[config.mk]
export PLATFORM = sky130hd
export DESIGN_NAME = cond_flag_unit
export DESIGN_NICKNAME = d
export VERILOG_FILES = /design/src/rtl/cond_flag_unit.sv
export SDC_FILE = /design/constraint.sdc
export NUM_CORES = 1
export LEC_CHECK = 0
export BUFFER_PORTS_ARGS = -buffer_cell sky130_fd_sc_hd__buf_2
export CORE_MARGIN = 1.5
export CORE_UTILIZATION = 49
export DETAILED_ROUTE_END_ITERATION = 8
export PLACE_DENSITY = 0.89
export SETUP_SLACK_MARGIN = 0.5
export SYNTH_ARGS = -nofsm -noshare
export SYNTH_HDL_FRONTEND = slang
export SYNTH_SLANG_ARGS = --single-unit
export TNS_END_PERCENT = 10
[constraint.sdc]
create_clock -name clk -period 2.8 [get_ports clk]
set_input_delay 0.14 -clock clk [delete_from_list [all_inputs] [get_ports clk]]
set_output_delay 0.14 -clock clk [all_outputs]
set_load 0.01 [all_outputs]
[src/rtl/cond_flag_unit.sv]
// -----------------------------------------------------------------------------
// cond_flag_unit
//
// Consumer end of the ALU flag interface. Holds the architectural NZCV flag
// register and evaluates each instruction's 4-bit condition field against it.
// The condition result gates the PC/register/memory write controls, which are
// presented through a one-deep registered valid/ready stage.
//
// Ports:
//   clk         system clock, rising edge
//   reset_n     asynchronous active-low reset
//   in_valid    instruction control bundle valid
//   in_ready    stage can accept the bundle this cycle
//   Cond        condition field
//   ALUFlags    {N,Z,C,V} produced by the ALU for this instruction
//   FlagW       [1] write N,Z ; [0] write C,V
//   PCS         instruction writes PC
//   RegW        instruction writes the register file
//   MemW        instruction writes memory
//   NoWrite     compare-type instruction, suppresses RegWrite
//   out_valid   registered bundle valid
//   out_ready   downstream accepts the bundle
//   PCSrc       gated PC write
//   RegWrite    gated register write
//   MemWrite    gated memory write
//   CondEx      registered condition result for the held bundle
//   Flags       current flag register {N,Z,C,V}
//   squash_cnt  saturating count of accepted bundles whose condition failed
// -----------------------------------------------------------------------------
module cond_flag_unit #(
  parameter int CNT_W = 16
) (
  input  logic             clk,
  input  logic             reset_n,
  input  logic             in_valid,
  output logic             in_ready,
  input  logic [3:0]       Cond,
  input  logic [3:0]       ALUFlags,
  input  logic [1:0]       FlagW,
  input  logic             PCS,
  input  logic             RegW,
  input  logic             MemW,
  input  logic             NoWrite,
  output logic             out_valid,
  input  logic             out_ready,
  output logic             PCSrc,
  output logic             RegWrite,
  output logic             MemWrite,
  output logic             CondEx,
  output logic [3:0]       Flags,
  output logic [CNT_W-1:0] squash_cnt
);

  // Condition field decode against a {N,Z,C,V} flag vector.
  function automatic logic cond_eval(input logic [3:0] cond, input logic [3:0] flg);
    logic n;
    logic z;
    logic c;
    logic v;
    logic r;
    n = flg[3];
    z = flg[2];
    c = flg[1];
    v = flg[0];
    case (cond)
      4'h0:    r = z;
      4'h1:    r = ~z;
      4'h2:    r = c;
      4'h3:    r = ~c;
      4'h4:    r = n;
      4'h5:    r = ~n;
      4'h6:    r = v;
      4'h7:    r = ~v;
      4'h8:    r = c & ~z;
      4'h9:    r = ~c | z;
      4'hA:    r = (n == v);
      4'hB:    r = (n != v);
      4'hC:    r = ~z & (n == v);
      4'hD:    r = z | (n != v);
      4'hE:    r = 1'b1;
      default: r = 1'b0;
    endcase
    return r;
  endfunction

  localparam logic [CNT_W-1:0] CNT_MAX = {CNT_W{1'b1}};
  localparam logic [CNT_W-1:0] CNT_ONE = {{(CNT_W-1){1'b0}}, 1'b1};

  logic             out_valid_r;
  logic             pcsrc_r;
  logic             regwrite_r;
  logic             memwrite_r;
  logic             condex_r;
  logic [3:0]       flags_r;
  logic [CNT_W-1:0] squash_r;

  logic             in_ready_s;
  logic             accept_s;
  logic             ce_s;
  logic [3:0]       flags_nxt_s;
  logic [CNT_W-1:0] squash_nxt_s;

  // Handshake, condition evaluation and next flag/counter values.
  always_comb begin
    in_ready_s   = ~out_valid_r | out_ready;
    accept_s     = in_valid & in_ready_s;
    // Evaluated against the flags as they stand before this instruction.
    ce_s         = cond_eval(Cond, flags_r);
    flags_nxt_s  = flags_r;
    squash_nxt_s = squash_r;
    if (accept_s) begin
      if (ce_s) begin
        if (FlagW[1]) begin
          flags_nxt_s[3:2] = ALUFlags[3:2];
        end else begin
          flags_nxt_s[3:2] = flags_r[3:2];
        end
        if (FlagW[0]) begin
          flags_nxt_s[1:0] = ALUFlags[1:0];
        end else begin
          flags_nxt_s[1:0] = flags_r[1:0];
        end
      end else begin
        if (squash_r != CNT_MAX) begin
          squash_nxt_s = squash_r + CNT_ONE;
        end else begin
          squash_nxt_s = squash_r;
        end
      end
    end else begin
      flags_nxt_s  = flags_r;
      squash_nxt_s = squash_r;
    end
  end

  // Output stage register: load on accept, drain when downstream takes it.
  always_ff @(posedge clk or negedge reset_n) begin
    if (!reset_n) begin
      out_valid_r <= 1'b0;
      pcsrc_r     <= 1'b0;
      regwrite_r  <= 1'b0;
      memwrite_r  <= 1'b0;
      condex_r    <= 1'b0;
    end else if (accept_s) begin
      out_valid_r <= 1'b1;
      condex_r    <= ce_s;
      pcsrc_r     <= PCS & ce_s;
      regwrite_r  <= RegW & ce_s & ~NoWrite;
      memwrite_r  <= MemW & ce_s;
    end else if (out_ready) begin
      // Gated controls are cleared with valid so an empty stage never
      // presents a write strobe.
      out_valid_r <= 1'b0;
      pcsrc_r     <= 1'b0;
      regwrite_r  <= 1'b0;
      memwrite_r  <= 1'b0;
    end else begin
      out_valid_r <= out_valid_r;
      pcsrc_r     <= pcsrc_r;
      regwrite_r  <= regwrite_r;
      memwrite_r  <= memwrite_r;
      condex_r    <= condex_r;
    end
  end

  // Architectural flag register and squash counter.
  always_ff @(posedge clk or negedge reset_n) begin
    if (!reset_n) begin
      flags_r  <= 4'b0000;
      squash_r <= {CNT_W{1'b0}};
    end else begin
      flags_r  <= flags_nxt_s;
      squash_r <= squash_nxt_s;
    end
  end

  assign in_ready   = in_ready_s;
  assign out_valid  = out_valid_r;
  assign PCSrc      = pcsrc_r;
  assign RegWrite   = regwrite_r;
  assign MemWrite   = memwrite_r;
  assign CondEx     = condex_r;
  assign Flags      = flags_r;
  assign squash_cnt = squash_r;

endmodule

==> qor.yml <==
layout:
  final_util: 0.645
  fin_nets: 197
  syn2layout_area_growth_pct: 21.8
  stdcell_area_um2: 1630
  antennaDiodeCount: 0
  drive_above_1_share: 0.333
grt:
  antenna_found_initial: 0
  grt_overflow_total: 0
  grt_pass1_wl_um: 5200
  grt_pass1_vias: 1211
  grt_max_degree: 26
  grt_usage: 0.210
power:
  p_sw_w: 0.000374
  vdd_drop_max_mv: 0.419
  power_density_nw_per_um2: 632
  power.internal_w: 0.000655
  comb_power_share: 0.352
  power.leakage_nw: 0.770
  clkPwrFrac: 0.159
  p_seq_frac: 0.489
  swShare: 0.363
synthesis:
  avgSynthCellArea_um2: 10.3
  synth_compound_gate_area_share: 0.0936
  ys_ff_latch: 25
  synthAdderAreaFrac: 0.00936
  yosysTopAreaCellShare: 0.468
  synth_warnings: 0
  yosysMostFrequentCell: "dfrtp_1"
  yosys.area_share.simple: 0.209
  synth_common_cells: "25 x dfrtp_1, 15 x xnor2_1, 12 x nand2_1"
  synth_top_family_by_area: "simple AND/OR/NAND/NOR gates"
  syn_nets: 149
  synthXorXnorAreaFrac: 0.105
  synth_cells: 130
  ys_dominant_reg_cell: "dfrtp_1"
  synth-edff-count: 0
  ys_seq_area_frac: 0.468
  yosys.area.top_type: "dfrtp_1"
  yosys-mux-area-fraction: 0.0768
  yosysUniqueCellTypes: 36
  async_flop_share: 1.00
  synthTopCellsByArea: "dfrtp_1 47%, xnor2_1 9.8%, nand3_1 3.4%, nand2_1 3.4%, nand4_1 2.8%"
  netlist_area_um2: 1340
drt:
  wl_per_cell_um: 14.5
  drt_iter0_drc: 32
  firstDrtPassIters: 4
  antenna_left: 0
  drc: 0
  drt_wl_total_um: 3010
  via_per_inst: 5.63
  vias: 1166
floorplanning:
  ioPinCount: 44
  die_x_um: 55.2
  dieArea_um2: 3050
  die_h_um: 55.2
  num_rows: 18
  core_um2: 2520
  start_util: 0.530
clocking:
  cts_buffer_depth: 2
  worstSkewPairLatency_ns: 0.32
  cts_root_buffer: "clkbuf_4"
  clk_pin_slew_ns: 0.13
  cts_made_buffers: 3
  cts_sinks: 25
  htreeDepth: 1
  cts_tree: "yes"
sta:
  finalCriticalPeriod_ns: 2.17
  tns_ns: 0
  clock.fmax_mhz: 461
  min_period_over_period: 0.774
  worst_pin_slew_ns: 0.550
  relSlewSlack: 0.628
  maxSlewViolCount: 0
  skew_ns: 0.00212
  setup_ws_ns: 0.632
  rsz0062_at_grt: "no"
  finalSetupViolCount: 0
  finalHoldViolCount: 0
worst_setup_path:
  r2r_cells: 7
  cp_data_arrival_time_ns: 2.39
  end_kind: "flip-flop"
  startpoint_type: "flip-flop"
  crit_type: "reg -> reg"
  critPathMaxFanout: 12
  cp_data_required_time_ns: 3.03
place:
  numPortBuffers: 43
  gp_congestion: 0.832
  place_area_um2: 1580
  place_hpwl_um: 2250
  place_ws_ns: 0.625
outcome:
  outcome: "finished clean"
min_path:
  min_path_type: "in -> reg"
  whs_path_depth: 2
flow_run:
  drv_cap: 0
## power groups by stage
stage	registers (W)	clock network, W	logic [W]
2_1_floorplan	0.000531	0	0.000202
4_1_cts	0.000502	0.000169	0.000361
5_1_grt	0.000515	0.000187	0.000395
3_3_place_gp	0.000504	0	0.000344
6_report	0.000503	0.000163	0.000362
3_5_place_dp	0.000509	0	0.000357
## path summary, 6_finish.rpt
check,start,end,slack [ns]
worst min register to register,squash_cnt[10],squash_cnt[10],0.51
max in group asynchronous,reset_n,squash_cnt[9],2.12
worst max-delay path,Flags[3],squash_cnt[12],0.63
worst min-delay path,in_valid,out_valid,0.03
min in group asynchronous,reset_n,squash_cnt[13],0.31
worst max register to register,Flags[3],squash_cnt[12],0.63
## registers in the layout (all words and copies together) (netlist names)
| signal | cells |
|---|---|
| Flags | 4 |
| MemWrite | 1 |
| RegWrite | 1 |
| PCSrc | 1 |
| squash_cnt | 16 |
| out_valid | 1 |
| CondEx | 1 |
## logic make-up (layout without fill, tap and decap cells)
logic type               after synthesis  after routing
AND/OR/NAND/NOR                       54             54
XOR/XNOR                              16             16
AO/OA/AOI/OAI                         14             14
flip-flops                            25             25
multiplexers                           9              9
adder cells (fa/ha/maj)                1              1
buffers and inverters                 11             58
## metal layers
metal | up-vias | routed length [µm] | GRT usage
met5 | - | 0 | 0
li1 | 551 | - | -
met1 | 572 | 1330 | 0.264
met3 | 8 | 113 | 0.0258
met4 | 0 | 89 | 0.157
met2 | 35 | 1470 | 0.330
## cells in the final DEF, fill, tap and decap left out, drive strengths merged
cell type,count
dfrtp,25
o221ai,1
and2,2
a31oi,1
o32ai,3
xnor2,15
a41oi,1
buf,45
a211oi,1
nand2,13
a21oi,3
nand3,9
a211o,1
mux2i,2
nor3,1
clkinv,1
nand2b,3
ha,1
mux2,7
inv,8
a311oi,1
o311ai,1
xor2,1
clkbuf,3
nor3b,2
or2,1
o211ai,1
nand4,6
nor4,1
nor2,9
dlygate4sd3,1
nor4b,1
nor2b,1
nand3b,1
and3,4
## critical path, cell delays in order (launching register included)
cell      delay (ns)
dfrtp_1         0.45
xnor2_1         0.20
a311oi_2        0.35
mux2i_2         0.37
a21oi_2         0.08
buf_4           0.21
nand3_1         0.09
mux2_1          0.32
## stage by stage
stage          total power (W)  std cells  hold slack [ns]
3_5_place_dp          0.000866        202            0.162
5_1_grt                0.00110        207           0.0125
2_1_floorplan         0.000733        130           -0.156
4_1_cts                0.00103        207           0.0199
6_report               0.00103        207           0.0250
3_3_place_gp          0.000848        202            0.155
## layout make-up
| class | count | area, µm² |
|---|---|---|
| fillers | 198 | 895 |
| multi-input cells | 94 | 667 |
| flip-flops and latches | 25 | 626 |
| inverters | 8 | 30.0 |
| well taps | 30 | 37.5 |
| repair buffers | 46 | 240 |
| clock buffers | 3 | 22.5 |
| clock inverters | 1 | 5.00 |
## what timing repair did
item / CTS / global route
resized for setup: 0 / 2
setup buffers: 0 / 0
endpoints found under the hold margin: 25 / 0
hold buffers: 1 / 0
setup endpoints to repair: 0 / 1
(Power assumes the default switching activity.)
